### config.mk
export PLATFORM = sky130hd
export DESIGN_NAME = vga_scan_gen
export DESIGN_NICKNAME = d
export VERILOG_FILES = /design/src/rtl/vga_pkg.sv /design/src/rtl/vga_counter.sv /design/src/rtl/vga_scan_gen.sv
export SDC_FILE = /design/constraint.sdc
export NUM_CORES = 1
export LEC_CHECK = 0
export CORE_ASPECT_RATIO = 1.5
export CORE_MARGIN = 3
export CORE_UTILIZATION = 25
export DETAILED_ROUTE_END_ITERATION = 10
export MAX_ROUTING_LAYER = met4
export PLACE_DENSITY_LB_ADDON = 0.25
export SYNTH_ARGS = -nofsm -noshare
export SYNTH_HDL_FRONTEND = slang
export SYNTH_SLANG_ARGS = --single-unit
### constraint.sdc
create_clock -name clk_vga -period 2.9 [get_ports clk_vga]
set_input_delay 0.58 -clock clk_vga [delete_from_list [all_inputs] [get_ports clk_vga]]
set_output_delay 0.58 -clock clk_vga [all_outputs]
set_load 0.05 [all_outputs]
### src/rtl/vga_pkg.sv
// Shared 640x480 timing defaults, pipeline flag bundle and 3-3-2 colour expansion.
package vga_pkg;

   localparam int unsigned H_ACTIVE_DEF = 640;
   localparam int unsigned H_FP_DEF     = 16;
   localparam int unsigned H_SYNC_DEF   = 96;
   localparam int unsigned H_BP_DEF     = 48;
   localparam int unsigned V_ACTIVE_DEF = 480;
   localparam int unsigned V_FP_DEF     = 10;
   localparam int unsigned V_SYNC_DEF   = 2;
   localparam int unsigned V_BP_DEF     = 33;

   localparam int unsigned CNT_W = 10;
   localparam int unsigned WIN_W = 512;

   typedef struct packed {
      logic active;
      logic window;
      logic hsync;
      logic vsync;
   } scan_flags_t;

   localparam scan_flags_t FLAGS_IDLE = '{active: 1'b0, window: 1'b0, hsync: 1'b1, vsync: 1'b1};

   typedef struct packed {
      logic [7:0] red;
      logic [7:0] green;
      logic [7:0] blue;
   } rgb_t;

   function automatic rgb_t expand_332(input logic [7:0] c);
      rgb_t o;
      o.red   = {c[7:5], c[7:5], c[7:6]};
      o.green = {c[4:2], c[4:2], c[4:3]};
      o.blue  = {4{c[1:0]}};
      return o;
   endfunction

endpackage

### src/rtl/vga_counter.sv
// Horizontal/vertical scan counters; run marks the first clock after reset release
// so that pixel (0,0) is presented for exactly one clock.
module vga_counter
   import vga_pkg::*;
#(
   parameter int unsigned H_TOTAL = H_ACTIVE_DEF + H_FP_DEF + H_SYNC_DEF + H_BP_DEF,
   parameter int unsigned V_TOTAL = V_ACTIVE_DEF + V_FP_DEF + V_SYNC_DEF + V_BP_DEF
) (
   input  logic             clk_vga,
   input  logic             reset_n,
   output logic             run,
   output logic [CNT_W-1:0] hcount,
   output logic [CNT_W-1:0] vcount
);

   localparam logic [CNT_W-1:0] H_LAST = CNT_W'(H_TOTAL - 1);
   localparam logic [CNT_W-1:0] V_LAST = CNT_W'(V_TOTAL - 1);

   always_ff @(posedge clk_vga or negedge reset_n) begin
      if (!reset_n) begin
         run    <= 1'b0;
         hcount <= '0;
         vcount <= '0;
      end else begin
         run <= 1'b1;
         if (run) begin
            if (hcount == H_LAST) begin
               hcount <= '0;
               vcount <= (vcount == V_LAST) ? '0 : vcount + CNT_W'(1);
            end else begin
               hcount <= hcount + CNT_W'(1);
            end
         end
      end
   end

endmodule

### src/rtl/vga_scan_gen.sv
// VGA scan generator: 2x-scaled framebuffer window inside a bordered active area,
// with a 3-clock flag pipeline aligned to the 2-clock framebuffer read latency.
module vga_scan_gen
   import vga_pkg::*;
#(
   parameter int unsigned H_ACTIVE = H_ACTIVE_DEF,
   parameter int unsigned H_FP     = H_FP_DEF,
   parameter int unsigned H_SYNC   = H_SYNC_DEF,
   parameter int unsigned H_BP     = H_BP_DEF,
   parameter int unsigned V_ACTIVE = V_ACTIVE_DEF,
   parameter int unsigned V_FP     = V_FP_DEF,
   parameter int unsigned V_SYNC   = V_SYNC_DEF,
   parameter int unsigned V_BP     = V_BP_DEF,
   parameter int unsigned WIN_X0   = 64,
   parameter logic [7:0]  BORDER   = 8'h00
) (
   input  logic        clk_vga,
   input  logic        reset_n,
   output logic        fb_rd,
   output logic [15:0] fb_addr,
   input  logic [7:0]  fb_data,
   output logic [7:0]  red,
   output logic [7:0]  green,
   output logic [7:0]  blue,
   output logic        hsync,
   output logic        vsync,
   output logic        blank,
   output logic        frame_start
);

   localparam int unsigned H_TOTAL = H_ACTIVE + H_FP + H_SYNC + H_BP;
   localparam int unsigned V_TOTAL = V_ACTIVE + V_FP + V_SYNC + V_BP;

   localparam logic [CNT_W-1:0] H_ACT_C = CNT_W'(H_ACTIVE);
   localparam logic [CNT_W-1:0] HS_BEG  = CNT_W'(H_ACTIVE + H_FP);
   localparam logic [CNT_W-1:0] HS_END  = CNT_W'(H_ACTIVE + H_FP + H_SYNC);
   localparam logic [CNT_W-1:0] V_ACT_C = CNT_W'(V_ACTIVE);
   localparam logic [CNT_W-1:0] VS_BEG  = CNT_W'(V_ACTIVE + V_FP);
   localparam logic [CNT_W-1:0] VS_END  = CNT_W'(V_ACTIVE + V_FP + V_SYNC);
   localparam logic [CNT_W-1:0] WIN_BEG = CNT_W'(WIN_X0);
   localparam logic [CNT_W-1:0] WIN_END = CNT_W'(WIN_X0 + WIN_W);

   logic             run;
   logic [CNT_W-1:0] hcount;
   logic [CNT_W-1:0] vcount;
   logic [CNT_W-1:0] win_x;
   logic [7:0]       game_x;
   logic [7:0]       game_y;
   logic [15:0]      addr_d;
   logic [15:0]      addr_q;
   scan_flags_t      s0;
   scan_flags_t      s1_q;
   scan_flags_t      s2_q;
   rgb_t             pix;

   vga_counter #(
      .H_TOTAL(H_TOTAL),
      .V_TOTAL(V_TOTAL)
   ) u_counter (
      .clk_vga(clk_vga),
      .reset_n(reset_n),
      .run    (run),
      .hcount (hcount),
      .vcount (vcount)
   );

   // Stage-0 flags are forced idle until the counter is running.
   always_comb begin
      s0.active = run && (hcount < H_ACT_C) && (vcount < V_ACT_C);
      s0.window = s0.active && (hcount >= WIN_BEG) && (hcount < WIN_END);
      s0.hsync  = !(run && (hcount >= HS_BEG) && (hcount < HS_END));
      s0.vsync  = !(run && (vcount >= VS_BEG) && (vcount < VS_END));
   end

   assign win_x       = hcount - WIN_BEG;
   assign game_x      = 8'(win_x >> 1);
   assign game_y      = 8'(vcount >> 1);
   assign addr_d      = {game_y, game_x};
   assign fb_rd       = s0.window;
   assign fb_addr     = s0.window ? addr_d : addr_q;
   assign frame_start = run && (hcount == '0) && (vcount == '0);

   always_ff @(posedge clk_vga or negedge reset_n) begin
      if (!reset_n) begin
         s1_q   <= FLAGS_IDLE;
         s2_q   <= FLAGS_IDLE;
         addr_q <= '0;
      end else begin
         s1_q <= s0;
         s2_q <= s1_q;
         if (s0.window) begin
            addr_q <= addr_d;
         end
      end
   end

   // fb_data now carries the read issued two clocks ago, matching s2_q.
   always_comb begin
      if (!s2_q.active) begin
         pix = '0;
      end else if (s2_q.window) begin
         pix = expand_332(fb_data);
      end else begin
         pix = expand_332(BORDER);
      end
   end

   always_ff @(posedge clk_vga or negedge reset_n) begin
      if (!reset_n) begin
         red   <= '0;
         green <= '0;
         blue  <= '0;
         hsync <= 1'b1;
         vsync <= 1'b1;
         blank <= 1'b1;
      end else begin
         red   <= pix.red;
         green <= pix.green;
         blue  <= pix.blue;
         hsync <= s2_q.hsync;
         vsync <= s2_q.vsync;
         blank <= !s2_q.active;
      end
   end

endmodule

# --- Word-level counts from Yosys, hierarchy flattened ---
# Index checks and enable logic that the tools add are counted.
op_classes:
  add_sub_neg: 3
  n_lt_le_gt_ge: 8
  n_eq_ne: 2
  n_mux: 5
  reduce_logical: 16
op_table:
  columns: ["operator", "count"]
  rows:
  - ["$mux W24", 2]
  - ["$lt A10 B10 Y1 const B", 3]
  - ["$add A10 B1 Y10 const B", 2]
  - ["$eq A10 B10 Y1 const B", 2]
  - ["$logic_not A10 Y1", 2]
  - ["$lt A10 B9 Y1 const B", 2]
  - ["$mux W10", 2]
  - ["$mux W16", 1]
  - ["$ge A10 B10 Y1 const B", 1]
  - ["$ge A10 B7 Y1 const B", 1]
  - ["$ge A10 B9 Y1 const B", 1]
  - ["$logic_and A1 B1 Y1", 10]
  - ["$sub A9 B7 Y9 const B", 1]
  - ["$logic_not A1 Y1", 3]
  - ["$reduce_and A2 Y1", 1]
totals:
  regBits: 72
  in_bits: 10

# --- Logic depth before layout (Yosys ltp) ---
depth:
  ltp_word: 6
  depth_mapped: 7
  mapped_depth_nobuf: 6

# --- Cells and area by module ---
# A second synthesis with hierarchy kept.
unflattened:
  cells_unflattened: 220
  hier_area_um2: 2612.5
by_module_without_submodules:
  columns: ["module", "instances", "cells_per_inst", "area_per_inst_um2"]
  rows:
  - ["vga_scan_gen", 1, 111, 1522.7]
  - ["vga_counter", 1, 109, 1089.8]

# --- Worst setup path before layout ---
# No wires, ideal clock.
synth_timing:
  kind: "register to output"
  startpoint: "register u_counter.hcount[6]"
  endpoint: "output frame_start"
  t_arrival_ns: 2.752
  required_ns: 2.320
  slack_ns: -0.432
  path_stages_with_launch: 5
  cell_sequence: "dfrtp_1 inv_1 ha_1 or4b_2 nor4_1"
synth_between:
  elab_chain_cells: 3
synth_lines:
  columns: ["item", "line", "text"]
  rows:
  - ["start: declaration", "vga_counter.sv:12", "output logic [CNT_W-1:0] hcount,"]
  - ["start signal: assignment", "vga_counter.sv:31", "hcount <= hcount + CNT_W'(1);"]
  - ["$logic_not A10 Y1", "vga_scan_gen.sv:81", "assign frame_start = run && (hcount == '0) && (vcount == '0);"]
  - ["$logic_and A1 B1 Y1 (2 in series)", "vga_scan_gen.sv:81", null]
  - ["end: declaration", "vga_scan_gen.sv:28", "output logic frame_start"]
# Every way passes these cells.

# --- Final worst setup path ---
layout_timing:
  startpoint: "register u_counter.hcount[6]"
  endpoint: "output fb_addr[0]"
layout_between:
  elab_chain_cells: 6
layout_lines:
  columns: ["item", "line", "text"]
  rows:
  - ["$lt A10 B10 Y1", "vga_scan_gen.sv:69", "s0.active = run && (hcount < H_ACT_C) && (vcount < V_ACT_C);"]
  - ["$logic_and A1 B1 Y1 (2 in series)", "vga_scan_gen.sv:69", null]
  - ["$logic_and A1 B1 Y1", "vga_scan_gen.sv:70", "s0.window = s0.active && (hcount >= WIN_BEG) && (hcount < WIN_END);"]
  - ["$logic_and A1 B1 Y1 *", "vga_scan_gen.sv:70", null]
  - ["$mux W16 *", null, null]
  - ["end: declaration", "vga_scan_gen.sv:20", "output logic [15:0] fb_addr,"]
# Mark *: on every way between the ends. The rest lies on a longest branch, timed or not.

==> flow_metrics.tcl <==
set metrics [dict create \
    status "finished clean" \
    clkPwrFrac_pct 30.1 \
    wl_mm 6.03 \
    fin_area_um2 3810 \
    nNetsFinal 300 \
    hold_class "in2async" \
    synthFlopType "dfrtp_1" \
    r2r-start "u_counter.hcount[1]" \
    antenna_found_initial 0 \
    worstSetupStartpointType "register" \
    clock_sinks 56 \
    crit_path_cell_trace "inv_2 > ha_4 > nor2b_4 > mux2_4 > a21oi_4 > buf_6 > mux2_4 > buf_8" \
    clk_pin_slew_ns 0.07 \
    ys_seq_area_share_pct 52.8 \
    drtIter0Drc 90 \
    ff2ff_path_depth 6 \
    grtUsageTotal_pct 10.9 \
    tightest_slew_ns 0.736 \
    detail_route.first_pass.iterations 4 \
    vias 1865 \
    arrival_ns 2.25 \
    drv_slew 0 \
    grt_pass1_vias 1958 \
    setup_slack_ns 0.0666 \
    place_congestion 0.781 \
    dpl.hpwl_mm 4.25 \
    clockBufferDepth 2 \
    slew_headroom_pct 50.9 \
    critPathMostFrequentCell "mux2_4" \
    num_rows 45 \
    max_stage_delay_ns 0.40 \
    p_per_area_nw_per_um2 541 \
    clk_latency_ns 0.30 \
    ys_top_cells_by_count "dfrtp_1 (49), buf_4 (16), nand2_1 (14)" \
    grt_overflow 0 \
    intPower_w 0.00142 \
    ys_types 51 \
    die_w_um 90.4 \
    critPathRequiredTime_ns 2.32 \
    syn-num-nets 240 \
    power_frac_seq_pct 44.2 \
    num_antenna_cells 0 \
    cts_tree "yes" \
    vias_per_cell 4.41 \
    areaGrowthSynthToFinish_pct 42.5 \
    critical_path_class "reg2out" \
    synth_edf_count 0 \
    end_kind "output pin" \
    rsz0062_at_grt "yes" \
    period_share_pct 97.7 \
    route.detailed.drc 0 \
    synth.area.top_cells "dfrtp_1 (46%), dfstp_2 (6.9%), buf_4 (4.5%)" \
    fin_crit_ns 2.83 \
    die-area_um2 12000 \
    synth_seq_cells 56 \
    p_sw_share_pct 31.3 \
    r2r-end "u_counter.vcount[9]" \
    comb_power_share_pct 25.6 \
    start_util_pct 25.9 \
    dp_cells 403 \
    clock.fmax_mhz 353 \
    peakVddDrop_uv 231 \
    layoutNonFillerInstCount 423 \
    reg2reg_slack_ns 0.72 \
    synth.avg_cell_area_um2 12.1 \
    yosysTopAreaCell "dfrtp_1" \
    p_leak_nw 1.69 \
    num_io_pins 55 \
    hold_violations 0 \
    cts-root-buf "clkbuf_16" \
    dieHeight_um 133 \
    syn_area_um2 2670 \
    post_drt_wl_per_cell_um 14.3 \
    grt_pass1_wl_mm 10.1 \
    cap_violations 0 \
    ant_nets 0 \
    grt_max_degree 32 \
    placed_area_um2 3430 \
    cp_max_fo 6 \
    drive_gt1_share_pct 33.0 \
    switchingPower_w 0.000644 \
    yosysWarnings 0 \
    ctsHtreeMaxLevel 2 \
    cp_slowest_cell "dfrtp_1" \
    synthArstFlopShare_pct 100 \
    cts_buffers 5 \
    core_area_um2 10300 \
    setup_viol 0 \
    synth_top_cell_area_share_pct 45.9 \
    io_buffers 54 \
    fin_skew_ns 0.00607 \
    synth_cells 221 \
    power.total_w 0.00206 \
    place_ws_ns 0.197 \
    yosysMostFrequentCell "dfrtp_1" \
]
[stage by stage]
| stage | util [%] | setup TNS, ns | hold WS (ns) |
|---|---|---|---|
| after global placement | 33.3 | 0 | 0.332 |
| after global routing | 36.9 | -0.0537 | 0.356 |
| after floorplan | - | 0 | 0.284 |
| after CTS | 36.2 | -0.126 | 0.354 |
| after detailed placement | 33.3 | 0 | 0.336 |
| final | 36.9 | 0 | 0.342 |
[critical path: cells and delay by family, from the launching register on]
kind | cells | cell delay (ns)
adder cells (fa/ha/maj) | 1 | 0.13
AND/OR/NAND/NOR | 1 | 0.13
flip-flops | 1 | 0.40
AO/OA/AOI/OAI | 1 | 0.23
multiplexers | 2 | 0.65
buffers and inverters | 3 | 0.43
[how the worst max path moves through the flow]
stage / depth (start not counted) / slack [ns] / end / startpoint
6_report: 8 / 0.07 / fb_addr[0] / u_counter.hcount[6]
5_1_grt: 8 / -0.02 / fb_addr[0] / u_counter.hcount[6]
3_5_place_dp: 8 / 0.20 / fb_addr[4] / u_counter.hcount[6]
3_3_place_gp: 8 / 0.20 / fb_addr[15] / u_counter.hcount[6]
2_1_floorplan: 4 / 0.14 / frame_start / u_counter.hcount[6]
4_1_cts: 9 / -0.04 / fb_addr[14] / u_counter.hcount[7]
[repair_timing]
item	CTS	global route
setup buffers	6	6
endpoints found under the setup margin	17	18
pin swaps	3	3
gates cloned	1	0
gates resized for setup	17	15
hold buffers	0	0
hold endpoints to repair	0	0
[cells in the final DEF, fill, tap and decap left out, drive strengths merged, types with 2 or more instances in the layout]
| cell | instances |
|---|---|
| and3 | 12 |
| clkdlybuf4s50 | 35 |
| nor2b | 2 |
| nor3 | 6 |
| nand2 | 14 |
| a21o | 3 |
| clkbuf | 5 |
| nand3b | 3 |
| nand4 | 7 |
| nor4b | 3 |
| mux2i | 2 |
| nor2 | 5 |
| ha | 9 |
| mux2 | 16 |
| xor2 | 2 |
| o22ai | 2 |
| xnor2 | 6 |
| a22o | 3 |
| nor4 | 2 |
| buf | 43 |
| inv | 10 |
| dfstp | 7 |
| dfrtp | 49 |
| or3 | 2 |
| nand3 | 4 |
| o21a | 2 |
| o21ai | 10 |
[routing by layer]
layer,track usage (%),part of all wire [%]
met5,-,0
met3,1.76,3.8
met1,11.5,41
met2,19.6,54
met4,4.86,2.1
[power by group through the flow]
stage | registers [W] | logic, W | clock network [W]
floorplan | 0.000886 | 0.000288 | 0
global placement | 0.000921 | 0.000426 | 0
detailed placement | 0.000923 | 0.000429 | 0
CTS | 0.000909 | 0.000461 | 0.000654
global route | 0.000922 | 0.000570 | 0.000682
finish | 0.000911 | 0.000528 | 0.000621
[state kept, by name (all words and copies together), names as in the netlist, 2 cells and up]
name and count:
blue 2, red 3, u_counter.vcount 10, s2_q 4, u_counter.hcount 10, green 3
addr_q 16, s1_q 4
[cell type report]
class	instances	area, um^2
clock buffers	5	125
clock inverters	3	27.5
fillers	1004	6500
inverters	9	33.8
multi-input cells	131	1150
flip-flops and latches	56	1410
well taps	141	176
repair buffers	78	883
[cell families after synthesis]
family | after synthesis | share of synthesized area, %
buf+inv | 34 | 8.06
mux | 18 | 8.62
compound gates | 29 | 7.87
simple gates | 66 | 15.7
flops | 56 | 52.8
xor+xnor | 8 | 2.62
fa+ha+maj | 9 | 4.22
other cells | 1 | 0.140
(Power assumes the default switching activity.)
